**src/rtl/srt2_prenorm_pkg.sv**
```systemverilog
// Shared constants and state encoding for the SRT radix-2 divider front end.
// Imported by the pre-normalisation stage, its interface and the divider.
// SW is derived from W so that a shift of up to W-1 always fits.
package srt2_prenorm_pkg;

  localparam int W  = 16;
  // Smallest width holding W-1 with margin: 2**SW > W-1 for any W.
  localparam int SW = $clog2(W) + 1;

  typedef enum logic [1:0] {
    IDLE = 2'd0,
    NORM = 2'd1,
    DONE = 2'd2
  } state_t;

endpackage

```
**src/rtl/srt2_prenorm_if.sv**
```systemverilog
// Operand/result bundle between the operand source, pre-normaliser and divider.
// master drives operands and out_ready; slave is the pre-normalisation stage.
// Widths come from the shared package so both sides always agree.
interface srt2_prenorm_if;
  import srt2_prenorm_pkg::*;

  logic              load;
  logic [W-1:0]      Divident;
  logic [W-1:0]      Divisor;
  logic              ready;
  logic              out_valid;
  logic              out_ready;
  logic [W-1:0]      norm_divisor;
  logic [2*W-1:0]    norm_dividend;
  logic [SW-1:0]     shift;
  logic              div_zero;

  modport master (
    output load, Divident, Divisor, out_ready,
    input  ready, out_valid, norm_divisor, norm_dividend, shift, div_zero
  );

  modport slave (
    input  load, Divident, Divisor, out_ready,
    output ready, out_valid, norm_divisor, norm_dividend, shift, div_zero
  );

endinterface

```
**src/rtl/srt2_prenorm.sv**
```systemverilog
// Pre-normalises divisor (MSB to 1) one left shift per cycle, dividend in lockstep.
// Latency k+1 cycles for k divisor leading zeros; 1 cycle for a zero divisor.
// Result held in DONE until out_ready; ready follows out_ready there for back-to-back loads.
module srt2_prenorm
  import srt2_prenorm_pkg::*;
(
  input  logic             clk,
  input  logic             reset,
  srt2_prenorm_if.slave    bus
);

  state_t          r_state;
  state_t          w_next;
  logic [W-1:0]    r_divisor;
  logic [2*W-1:0]  r_dividend;
  logic [SW-1:0]   r_shift;
  logic            r_div_zero;

  logic            w_ready;
  logic            w_valid;
  logic            w_capture;
  logic            w_zero;
  logic            w_msb;

  assign w_zero    = (r_divisor == '0);
  assign w_msb     = r_divisor[W-1];
  assign w_capture = bus.load & w_ready;

  // State register; reset aborts any operation in flight.
  always_ff @(posedge clk) begin
    if (reset) begin
      r_state <= IDLE;
    end else begin
      r_state <= w_next;
    end
  end

  // Next-state: normalise until the divisor MSB is set or the divisor is zero.
  always_comb begin
    w_next = r_state;
    case (r_state)
      IDLE: begin
        if (bus.load) w_next = NORM;
      end
      NORM: begin
        if (w_zero || w_msb) w_next = DONE;
      end
      DONE: begin
        if (bus.out_ready) w_next = bus.load ? NORM : IDLE;
      end
      default: w_next = IDLE;
    endcase
  end

  // Handshake outputs; ready in DONE passes out_ready through so a new pair can
  // be captured on the same edge the current result is taken.
  always_comb begin
    w_ready = 1'b0;
    w_valid = 1'b0;
    case (r_state)
      IDLE:    w_ready = 1'b1;
      NORM:    w_ready = 1'b0;
      DONE: begin
        w_ready = bus.out_ready;
        w_valid = 1'b1;
      end
      default: w_ready = 1'b0;
    endcase
  end

  // Operand registers: capture on load, then one shared left shift per NORM cycle.
  always_ff @(posedge clk) begin
    if (reset) begin
      r_divisor  <= '0;
      r_dividend <= '0;
      r_shift    <= '0;
      r_div_zero <= 1'b0;
    end else if (w_capture) begin
      r_divisor  <= bus.Divisor;
      r_dividend <= {{W{1'b0}}, bus.Divident};
      r_shift    <= '0;
      r_div_zero <= 1'b0;
    end else if (r_state == NORM) begin
      if (w_zero) begin
        // Divide-by-zero: flag it and present an all-zero data word.
        r_dividend <= '0;
        r_shift    <= '0;
        r_div_zero <= 1'b1;
      end else if (!w_msb) begin
        r_divisor  <= r_divisor << 1;
        r_dividend <= r_dividend << 1;
        r_shift    <= r_shift + SW'(1);
      end
    end
  end

  assign bus.ready         = w_ready;
  assign bus.out_valid     = w_valid;
  assign bus.norm_divisor  = r_divisor;
  assign bus.norm_dividend = r_dividend;
  assign bus.shift         = r_shift;
  assign bus.div_zero      = r_div_zero;

endmodule
```
**src/flat_wrapper.sv**
```systemverilog
// flat-port wrapper written by rule: the top's interface ports become plain ports
module srt2_prenorm_flat import srt2_prenorm_pkg::*;
  (clk, reset, bus_load, bus_Divident, bus_Divisor, bus_out_ready, bus_ready, bus_out_valid, bus_norm_divisor, bus_norm_dividend, bus_shift, bus_div_zero);
  srt2_prenorm_if bus_i ();
  input  logic clk;
  input  logic reset;
  input wire logic [$bits(bus_i.load)-1:0] bus_load;
  input wire logic [$bits(bus_i.Divident)-1:0] bus_Divident;
  input wire logic [$bits(bus_i.Divisor)-1:0] bus_Divisor;
  input wire logic [$bits(bus_i.out_ready)-1:0] bus_out_ready;
  output wire logic [$bits(bus_i.ready)-1:0] bus_ready;
  output wire logic [$bits(bus_i.out_valid)-1:0] bus_out_valid;
  output wire logic [$bits(bus_i.norm_divisor)-1:0] bus_norm_divisor;
  output wire logic [$bits(bus_i.norm_dividend)-1:0] bus_norm_dividend;
  output wire logic [$bits(bus_i.shift)-1:0] bus_shift;
  output wire logic [$bits(bus_i.div_zero)-1:0] bus_div_zero;
  assign bus_i.load = bus_load;
  assign bus_i.Divident = bus_Divident;
  assign bus_i.Divisor = bus_Divisor;
  assign bus_i.out_ready = bus_out_ready;
  assign bus_ready = bus_i.ready;
  assign bus_out_valid = bus_i.out_valid;
  assign bus_norm_divisor = bus_i.norm_divisor;
  assign bus_norm_dividend = bus_i.norm_dividend;
  assign bus_shift = bus_i.shift;
  assign bus_div_zero = bus_i.div_zero;
  srt2_prenorm u_core (.clk(clk), .reset(reset), .bus(bus_i));
endmodule
```
**config.mk**
```make
export PLATFORM = sky130hd
export DESIGN_NAME = srt2_prenorm_flat
export DESIGN_NICKNAME = d
export VERILOG_FILES = /design/src/rtl/srt2_prenorm_pkg.sv /design/src/rtl/srt2_prenorm_if.sv /design/src/rtl/srt2_prenorm.sv /design/src/flat_wrapper.sv
export SDC_FILE = /design/constraint.sdc
export NUM_CORES = 1
export LEC_CHECK = 0
export ABC_CLOCK_PERIOD_IN_PS = 2700
export CORE_MARGIN = 4
export CORE_UTILIZATION = 43
export DETAILED_ROUTE_END_ITERATION = 8
export HOLD_SLACK_MARGIN = 0.1
export PLACE_DENSITY = 0.85
export SLEW_MARGIN = 30
export SYNTH_ARGS = -nofsm -noshare
export SYNTH_HDL_FRONTEND = slang
export SYNTH_SLANG_ARGS = --single-unit
```
**constraint.sdc**
```tcl
create_clock -name clk -period 2.7 [get_ports clk]
set_input_delay 0.54 -clock clk [delete_from_list [all_inputs] [get_ports clk]]
set_output_delay 0.54 -clock clk [all_outputs]
set_load 0.005 [all_outputs]
```
==> key figures, run 1 <==
Run status
  • Status: completed

Worst setup path
  • Worst setup path start: bus_out_ready
  • WP data arrival: around 1.7 ns
  • Critical Path RT: approximately 2.2 ns
  • CP Launch Type: input pin
  • Flop-to-flop setup slack: ~0.56 ns
  • Crit path to: bus_ready
  • Worst-case reg-to-reg path depth: 4
  • Slowest CP cell: clkdlybuf4s50_1
  • CP most frequent cell: clkdlybuf4s50_1
  • CP Max Fanout: 4
  • Reg-to-Reg Start: u_core.bus.norm_divisor[6]
  • Critical-path cell list: clkdlybuf4s50_1 > nor2b_1 > nor2_1 > clkdlybuf4s50_1
  • CP Class: input pin to output pin
  • CP Capture Type: output pin
  • RR Endpoint: u_core.bus.norm_dividend[13]
  • CP peak stage delay: around 0.46 ns

Clock network
  • Clock Tree Buf Depth: 2
  • CTS buffer count: 5
  • Clock transition at path regs: 0.09 ns
  • CTS Root Cell: clkbuf_8
  • Worst skew pair latency: just over 0.3 ns
  • Cts hold-fix bufs: 0
  • # resized after CTS: 0
  • H-tree levels: 2
  • Setup repair bufs after CTS: 0
  • # clock sinks: 56
  • CTS tree: done

Yosys
  • Synth warnings: 0
  • Post-Syn Instances: around 280
  • Sequential share of the synthesized area: 0.4721
  • Synth area leader: dfxtp_1
  • Syn Nets: approximately 320
  • Yosys reg bits: 56
  • Post-synth top area share: 0.4721
  • Mean area per synthesized cell: ~8.4 um2
  • Synth unique cells: 28
  • Leading post-synthesis cells by cell area: dfxtp_1 (47%), a21oi_1 (8.9%), nand3_1 (7.8%)
  • Synthesized cell area: 2375 um2

Finish
  • Final net count: 404
  • Area growth, synth to finish: 44.05%
  • Antenna diodes: 0
  • Final Cell Area: roughly 3400 um2
  • Layout cell share with drive strength beyond 1: 0.1008

STA
  • Slew margin rel.: 0.5397
  • Setup_tns: 0 ns
  • Layout Skew: ~0.0074 ns
  • Fin. Hold Viols: 0
  • Crit share post-route: 0.8400
  • Count of final max-slew check failures: 0
  • Final min period: 2.268 ns
  • Slew @ Worst Pin: ~0.69 ns
  • Unrepaired setup endpoints after global routing: false
  • Endpoints failing setup: 0
  • FMAX: about 440 MHz

Place
  • Placer Congestion: around 0.76
  • Placed cell area: between 3000 and 4000 um2
  • Port buffer count: 91
  • DP HPWL: 4.675 mm

Pwr
  • Clk pwr share: 0.254
  • Register share of total power: 0.495
  • Gate power share: 0.250
  • Pwr Density: approximately 560 nW/um2
  • P_int: between 0.001 and 0.0015 W
  • Leak pwr: ~1.2 nW
  • Net switching power: 0.0005468 W
  • Sw Share: 0.2877
  • Maximum VDD drop: ~310 uV

Global route
  • GRT Total Usage: 0.2064
  • GRT overflow: 0
  • Largest net degree at the start of global routing: 37
  • Vias in the first global route: approximately 2,400
  • Global-route wire length before repair: 10.92 mm
  • Initial antenna violation count: 0

Route
  • # DRC: 0
  • Via count: around 2,400
  • Iter 0 DRT Violations: roughly 200
  • ANT nets after route: 0
  • Total wire length: between 6 and 7 mm
  • Routed len/inst: around 15 um
  • Via density: 5.522
  • Drt first pass iters: 4

Floorplanning
  • Row cnt: 26
  • I/O pin total: 92
  • Die Wd: 82.32 um
  • Die H: a little over 80 um
  • Die area: slightly below 7000 um2
  • Starting Density: 0.4534
  • Core area: 5238 um2

Flow run
  • Max Cap Viol: 0

Min path
  • Hold Path Class: register to register
-- critical path: cells and delay by family --
kind / cells / cell delay, ns
and+or+nand+nor: 2 / 0.32
buffers and inverters: 2 / 0.87
-- worst min-delay path by stage --
| stage | startpoint | to | slack (ns) | cells past startpoint |
|---|---|---|---|---|
| finish | u_core.bus.norm_dividend[31] | u_core.bus.norm_dividend[31] | 0.46 | 2 |
| global route | u_core.bus.norm_dividend[29] | u_core.bus.norm_dividend[29] | 0.50 | 2 |
| CTS | u_core.bus.norm_dividend[31] | u_core.bus.norm_dividend[31] | 0.46 | 2 |
| detailed placement | u_core.bus.norm_dividend[31] | u_core.bus.norm_dividend[31] | 0.44 | 2 |
| global placement | u_core.bus.norm_dividend[31] | u_core.bus.norm_dividend[31] | 0.44 | 2 |
| floorplan | u_core.bus.norm_dividend[31] | u_core.bus.norm_dividend[31] | 0.45 | 2 |
-- per-stage QoR --
| stage | instances | total power (W) | worst slack (ns) | utilization | hold WS (ns) |
|---|---|---|---|---|---|
| after floorplan | 284 | 0.001212 | 0.7107 | - | 0.4483 |
| final | 437 | 0.001900 | 0.4320 | 0.6531 | 0.4556 |
| after global routing | 437 | 0.001996 | 0.3617 | 0.6531 | 0.5004 |
| after global placement | 430 | 0.001425 | 0.4472 | 0.6343 | 0.4388 |
| after CTS | 437 | 0.001919 | 0.4555 | 0.6527 | 0.4567 |
| after detailed placement | 430 | 0.001436 | 0.2943 | 0.6343 | 0.4439 |
-- area by class of cell --
type,count,area [um2]
fill,465,1817
multi-input combinational,203,1130
sequential,56,1121
timing repair buffer,101,985.9
clock buffer,7,96.34
tap,70,87.58
-- synth_stat cells, drive strengths merged --
master,number
mux2,1
nor2,35
dfxtp,56
nand2,22
nor4,16
ha,1
a22oi,14
o41ai,1
nand3b,1
a211oi,1
clkbuf,16
o21ai,2
a31oi,3
nand3,37
a21oi,52
or3,2
nor3b,1
buf,9
or4,5
or3b,2
nor2b,3
or2,1
nand2b,3
-- cells by family after synthesis --
logic type,after synthesis,synth area share
compound gates,73,0.1918
flops,56,0.4721
simple gates,128,0.2703
mux,1,0.004741
fa+ha+maj,1,0.005268
buf+inv,25,0.05585
-- state kept, by name (all words and copies together) (netlist names) --
register,cells
u_core.bus.div_zero,1
u_core.bus.norm_dividend,32
u_core.bus.norm_divisor,16
u_core.bus.shift,5
u_core.r_state,2
-- power by group through the flow --
stage | Combinational, W | Sequential (W) | Clock, W
final | 0.000475 | 0.000942 | 0.000484
after global routing | 0.000522 | 0.000950 | 0.000524
after CTS | 0.000480 | 0.000941 | 0.000498
after floorplan | 0.000258 | 0.000954 | 0
after detailed placement | 0.000476 | 0.000960 | 0
after global placement | 0.000466 | 0.000958 | 0
-- per-layer routing --
layer  wire length, um  track usage  part of all wire  vias to the layer above
met5                 0            0                 0                        -
met4               107      0.06478             0.016                        0
met3               493      0.07267             0.074                       10
met2              3268       0.3510              0.49                       77
met1              2781       0.2421              0.42                     1146
li1                  -            -                 -                     1180
-- cells in the final DEF (no fill, tap or decap), types with 10 or more instances in the layout --
cell and instances:
nand2_1 22, a21oi_2 10, nand3_1 37, nor2_1 34, dfxtp_1 56, a21oi_1 42
a22oi_1 14, nor4_1 16, clkdlybuf4s50_1 91, buf_4 10
Note: power is estimated with default switching activity, not from simulation.
==> run 2, diff against run 1 <==
- ABC_CLOCK_PERIOD_IN_PS: 2700 -> 2300
- clock period: 2.7 -> 2.3 ns (I/O delays scaled with it)
==> run 2 against run 1 <==
Clock power rose by 35%. Cell count rose by 0.46%. Clock-buffer cell count fell by 2. Sequential power rose by 17%. Routed wire length fell by 2.7%. Worst setup slack got worse by 0.26 ns. Via count rose by 0.37%. Critical path depth did not move. Hold slack improved by 0.014 ns. Global-route usage fell by 0.65 points.
==> key figures, run 2 (same netlist as run 1, synthesis figures left out) <==
Worst setup path
  • RR Endpoint: u_core.bus.norm_dividend[4]
  • CP Launch Type: register
  • Crit path to: u_core.bus.norm_dividend[4]
  • CP Max Fanout: 35 (+31)
  • Worst Path Buf+Inv: 0 (-2)
  • Critical Path RT: 2.50 ns (+0.34 ns)
  • Reg-to-Reg Start: u_core.bus.norm_divisor[6]
  • CP peak stage delay: 0.75 ns (+0.29 ns)
  • Slowest CP cell: or4_4
  • CP Class: register to register
  • Top Family by Delay on Critical Path: simple AND/OR/NAND/NOR gates
  • Critical-path cell list: or4_1 > or4_4 > a21oi_1 > nor4_1
  • Worst-case reg-to-reg path depth: 4 (unchanged)
  • CP Capture Type: register
  • WP data arrival: 2.33 ns (+0.60 ns)
  • Worst setup path start: u_core.bus.norm_divisor[6]
  • Flop-to-flop setup slack: 0.17 ns (-0.39 ns)
  • Critical Path Stages: 4 (unchanged)

Route
  • Via density: 5.517 (about the same)
  • Drt first pass iters: 5 (+1)
  • Total wire length: 6.472 mm (-2.7%)
  • Via count: 2,422 (+0.37%)
  • Routed len/inst: 14.74 um (-3.1%)
  • Iter 0 DRT Violations: 152 (-23%)
  • # DRC: 0 (unchanged)
  • ANT nets after route: 0 (unchanged)

Global route
  • GRT Total Usage: 0.1999 (-0.006531)
  • GRT overflow: 0 (unchanged)
  • Vias in the first global route: 2,218 (-6.4%)
  • Initial antenna violation count: 0 (unchanged)
  • Largest net degree at the start of global routing: 37 (unchanged)
  • Global-route wire length before repair: 10.47 mm (-4.1%)

STA
  • Crit share post-route: 0.9252
  • Unrepaired setup endpoints after global routing: false
  • Final min period: 2.128 ns
  • Final Worst Setup Slack: 0.1720 ns (-0.2601 ns)
  • Layout Skew: 0.009559 ns (+0.002129 ns)
  • Count of final max-slew check failures: 0 (unchanged)
  • Endpoints failing setup: 0 (unchanged)
  • Slew @ Worst Pin: 0.6586 ns (-0.03113 ns)
  • Setup_tns: 0 ns (unchanged)
  • Final hold slack: 0.4700 ns (+0.01438 ns)
  • Fin. Hold Viols: 0 (unchanged)
  • FMAX: 469.9 MHz
  • Slew margin rel.: 0.5605 (+0.02078)

Finish
  • Commonest non-fill, non-tap cell in the layout: clkdlybuf4s50_1
  • Antenna diodes: 0 (unchanged)
  • Area growth, synth to finish: 44.99%
  • Final Cell Area: 3443 um2 (+0.66%)
  • Final net count: 405 (+0.25%)
  • Fin util: 0.6574 (+0.004301)
  • Layout cell share with drive strength beyond 1: 0.1057 (+0.004874)
  • Commonest non-fill, non-tap cells in the layout: clkdlybuf4s50_1 (91), dfxtp_1 (56), a21oi_1 (42), nand3_1 (37), nor2_1 (34)
  • Max reg flops: 32 (unchanged)

Clock network
  • Cts hold-fix bufs: 0 (unchanged)
  • CTS buffer count: 5 (unchanged)
  • H-tree levels: 2 (unchanged)
  • CTS Root Cell: clkbuf_8
  • CTS tree: done
  • Clock Tree Buf Depth: 2 (unchanged)
  • # clock sinks: 56 (unchanged)
  • Clock transition at path regs: 0.10 ns (about the same)
  • Setup repair bufs after CTS: 0 (unchanged)
  • Worst skew pair latency: 0.32 ns (about the same)
  • # resized after CTS: 0 (unchanged)

Place
  • Dpl ws: 0.2014 ns (-0.09283 ns)
  • Port buffer count: 91 (unchanged)
  • Placed cell area: 3332 um2 (+0.30%)
  • DP HPWL: 4.575 mm (-2.1%)
  • Placer Congestion: 0.7628 (+1.0%)

Min path
  • Hold Path Class: register to register
  • Worst Hold Depth: 2 (unchanged)
  • Hold Startpoint: u_core.bus.norm_dividend[31]

Flow run
  • Max Cap Viol: 0 (unchanged)

Pwr
  • Maximum VDD drop: 292.7 uV (-6.2%)
  • Leak pwr: 1.179 nW (+0.77%)
  • Pwr Density: 671.4 nW/um2 (+21%)

Floorplanning
  • I/O pin total: 92 (unchanged)
  • Row cnt: 26 (unchanged)
  • Starting Density: 0.4534 (unchanged)
  • Die Wd: 82.32 um (unchanged)
  • Core area: 5238 um2 (unchanged)
  • Die area: 6776 um2 (unchanged)
  • Die H: 82.32 um (unchanged)

Run status
  • Status: completed
==> run 2: cell type report <==
| class | instances | area (um2) |
|---|---|---|
| repair buffers | 102 | 993.5 |
| flip-flops and latches | 56 | 1121 |
| clock inverters | 3 | 42.54 |
| fillers | 456 | 1794 |
| well taps | 70 | 87.58 |
| multi-input cells | 203 | 1130 |
| clock buffers | 5 | 68.82 |
==> run 2: power by group <==
part / internal (W) / switching, W / total [W]
combinational: 0.000285 / 0.000272 / 0.000558
clock: 0.000323 / 0.000328 / 0.000651
sequential: 0.00104 / 0.0000656 / 0.00110
==> run 2: worst register-to-register path, cell delays in order (launching register included) <==
cell and delay [ns]:
dfxtp_1 0.35, or4_1 0.61, or4_4 0.75, a21oi_1 0.24, nor4_1 0.07
==> run 2: routing by layer <==
metal  up-vias  track usage  routed length, um
met2       102       0.3413               3162
met5         -            0                  0
met1      1132       0.2357               2623
li1       1180            -                  -
met4         0      0.04651                 74
met3         8      0.07701                612
==> run 2: worst min-delay path by stage <==
stage | to | slack (ns)
4_1_cts | u_core.bus.norm_dividend[21] | 0.48
2_1_floorplan | u_core.bus.norm_dividend[31] | 0.45
3_5_place_dp | u_core.bus.norm_dividend[21] | 0.46
5_1_grt | u_core.bus.norm_dividend[21] | 0.49
3_3_place_gp | u_core.bus.norm_dividend[31] | 0.44
6_report | u_core.bus.norm_dividend[31] | 0.47
==> run 2: metrics by stage <==
step / total power [W] / instances
final: 0.002312 / 439
after global routing: 0.002425 / 439
after CTS: 0.002325 / 439
after detailed placement: 0.001686 / 431
after global placement: 0.001674 / 431
after floorplan: 0.001423 / 284
==> run 3, diff against run 2 <==
- CORE_MARGIN: 4 -> default
- CTS_CLUSTER_DIAMETER: default -> 120
==> run 3 against run 2 <==
Die area down 14%. Highest routed layer unchanged. Clock skew down 0.0021 ns. Global-route usage up 1.1 points. Largest cell class unchanged. Sequential power about the same. Clock power down 16%. Hold slack worse by 0.0087 ns. Combinational power down 1%. Utilization down 0.070 points. Worst setup slack better by 0.027 ns. Cell area down 0.73%. Critical path type unchanged. Flip-flop and latch count unchanged.
==> key figures, run 3 (same netlist as run 1, synthesis figures left out) <==
STA
  • Endpoints failing setup: 0 (unchanged)
  • Fin. Hold Viols: 0 (unchanged)
  • Final hold slack: 0.4613 ns (-0.008659 ns)
  • Slew margin rel.: 0.5560 (-0.004436)
  • Crit share post-route: 0.9136 (-0.01164)
  • FMAX: 475.9 MHz (+1.3%)
  • Setup_tns: 0 ns (unchanged)
  • Final Worst Setup Slack: 0.1988 ns (+0.02677 ns)
  • Slew @ Worst Pin: 0.6652 ns (+0.006647 ns)
  • Count of final max-slew check failures: 0 (unchanged)
  • Layout Skew: 0.007470 ns (-0.002089 ns)
  • Final min period: 2.101 ns (-0.02677 ns)
  • Unrepaired setup endpoints after global routing: false

Route
  • Routed len/inst: 13.62 um (-7.6%)
  • Iter 0 DRT Violations: 150 (-1.3%)
  • Via count: 2,361 (-2.5%)
  • Drt first pass iters: 5 (unchanged)
  • # DRC: 0 (unchanged)
  • ANT nets after route: 0 (unchanged)
  • Via density: 5.390 (-2.3%)
  • Total wire length: 5.967 mm (-7.8%)

Finish
  • Final net count: 404 (-0.25%)
  • Fillers: 479 (+5.0%)
  • Antenna diodes: 0 (unchanged)
  • Layout cell share with drive strength beyond 1: 0.1005 (-0.005148)
  • Commonest non-fill, non-tap cells in the layout: clkdlybuf4s50_1 (91), dfxtp_1 (56), a21oi_1 (42), nand3_1 (37), nor2_1 (34)
  • Area growth, synth to finish: 43.94%
  • Max reg flops: 32 (unchanged)
  • Commonest non-fill, non-tap cell in the layout: clkdlybuf4s50_1
  • Layout Cells excl Fill: 438 (-0.23%)

Pwr
  • Leak pwr: 1.165 nW (-1.2%)
  • Pwr Density: 644.2 nW/um2 (-4.0%)
  • Maximum VDD drop: 456.3 uV (+56%)

Global route
  • GRT overflow: 0 (unchanged)
  • Initial antenna violation count: 0 (unchanged)
  • GRT Total Usage: 0.2110 (+0.01109)
  • Largest net degree at the start of global routing: 37 (unchanged)
  • Vias in the first global route: 2,215 (-0.14%)
  • Global-route wire length before repair: 10.12 mm (-3.4%)

Worst setup path
  • CP Capture Type: register
  • WP data arrival: 2.29 ns (-0.04 ns)
  • Reg-to-Reg Start: u_core.bus.norm_divisor[6]
  • Flop-to-flop setup slack: 0.20 ns (+0.03 ns)
  • Critical Path RT: 2.49 ns (about the same)
  • CP Class: register to register
  • CP Max Fanout: 35 (unchanged)
  • Worst-case reg-to-reg path depth: 4 (unchanged)
  • RR Endpoint: u_core.bus.norm_dividend[1]
  • CP Launch Type: register

Min path
  • Hold Startpoint: u_core.bus.norm_dividend[31]
  • End point of the worst hold path: u_core.bus.norm_dividend[31]
  • Hold Path Class: register to register
  • Worst Hold Depth: 2 (unchanged)

Floorplanning
  • Row cnt: 26 (unchanged)
  • Die H: 76.32 um (-7.3%)
  • Starting Density: 0.4563 (+0.002834)
  • I/O pin total: 92 (unchanged)
  • Core area: 5205 um2 (-0.62%)
  • Die Wd: 76.32 um (-7.3%)
  • Die area: 5824 um2 (-14%)

Clock network
  • Clock transition at path regs: 0.09 ns (about the same)
  • # clock sinks: 56 (unchanged)
  • CTS tree: done
  • CTS Root Cell: clkbuf_8
  • Clock Tree Buf Depth: 2 (unchanged)
  • Setup repair bufs after CTS: 0 (unchanged)
  • # resized after CTS: 0 (unchanged)
  • H-tree levels: 2 (unchanged)
  • Worst skew pair latency: 0.30 ns (-0.02 ns)
  • Cts hold-fix bufs: 0 (unchanged)
  • CTS buffer count: 5 (unchanged)

Place
  • DP Cell Count: 430 (-0.23%)
  • DP HPWL: 4.104 mm (-10%)
  • Port buffer count: 91 (unchanged)
  • Placer Congestion: 0.7219 (-5.4%)
  • Dpl ws: 0.04568 ns (-0.1558 ns)

Flow run
  • Max Cap Viol: 0 (unchanged)

Run status
  • Status: completed
-- run 3: changes by cell type in the layout (fill, tap and decap cells not counted) --
cell       previous run  this run
buf_4                11        10
bufinv_16             1         0
clkbuf_1              0         1
clkbuf_8              5         6
clkinv_2              1         0
-- run 3: how the worst max path moves through the flow --
stage | endpoint | startpoint | depth (start not counted) | slack, ns
after global placement | u_core.bus.norm_divisor[3] | bus_out_ready | 5 | 0.15
after CTS | u_core.bus.norm_dividend[1] | u_core.bus.norm_divisor[6] | 4 | 0.18
after floorplan | u_core.bus.norm_dividend[14] | u_core.bus.norm_divisor[3] | 6 | 0.31
after global routing | u_core.bus.norm_dividend[2] | u_core.bus.norm_divisor[6] | 4 | 0.11
after detailed placement | u_core.bus.norm_divisor[5] | bus_out_ready | 5 | 0.05
final | u_core.bus.norm_dividend[1] | u_core.bus.norm_divisor[6] | 4 | 0.20
-- run 3: power by group --
part	switching (W)	leakage [nW]	internal [W]	total, W
sequential	0.0000664	0.458	0.00104	0.00110
combinational	0.000268	0.663	0.000282	0.000550
clock	0.000303	0.0445	0.000245	0.000548
-- run 3: per-stage QoR --
step | total power [W] | utilization | cell area, um2
2_1_floorplan | 0.001423 | - | 2375
3_3_place_gp | 0.001667 | 0.6382 | 3322
3_5_place_dp | 0.001678 | 0.6382 | 3322
4_1_cts | 0.002217 | 0.6563 | 3416
5_1_grt | 0.002321 | 0.6567 | 3418
6_report | 0.002202 | 0.6567 | 3418
-- run 3: per-layer routing --
| layer | track usage | vias to the layer above | part of all wire | wire length (um) |
|---|---|---|---|---|
| li1 | - | 1179 | - | - |
| met1 | 0.2592 | 1097 | 0.45 | 2665 |
| met2 | 0.3550 | 79 | 0.47 | 2816 |
| met3 | 0.06826 | 6 | 0.074 | 444 |
| met4 | 0.05385 | 0 | 0.0069 | 41 |
| met5 | 0 | - | 0 | 0 |
-- run 3: final cells by class --
class	count	area, um2	share of cell area
clock buffer	7	86.33	0.02526
clock inverter	1	7.507	0.002196
multi-input combinational	203	1130	0.3305
sequential	56	1121	0.3280
tap	70	87.58	0.02562
timing repair buffer	101	985.9	0.2884
-- run 3: worst max-delay path, cell delays in order, from the launching register on --
cell     delay (ns)
dfxtp_1        0.35
or4_1          0.61
or4_4          0.75
a21oi_1        0.23
nor4_1         0.06
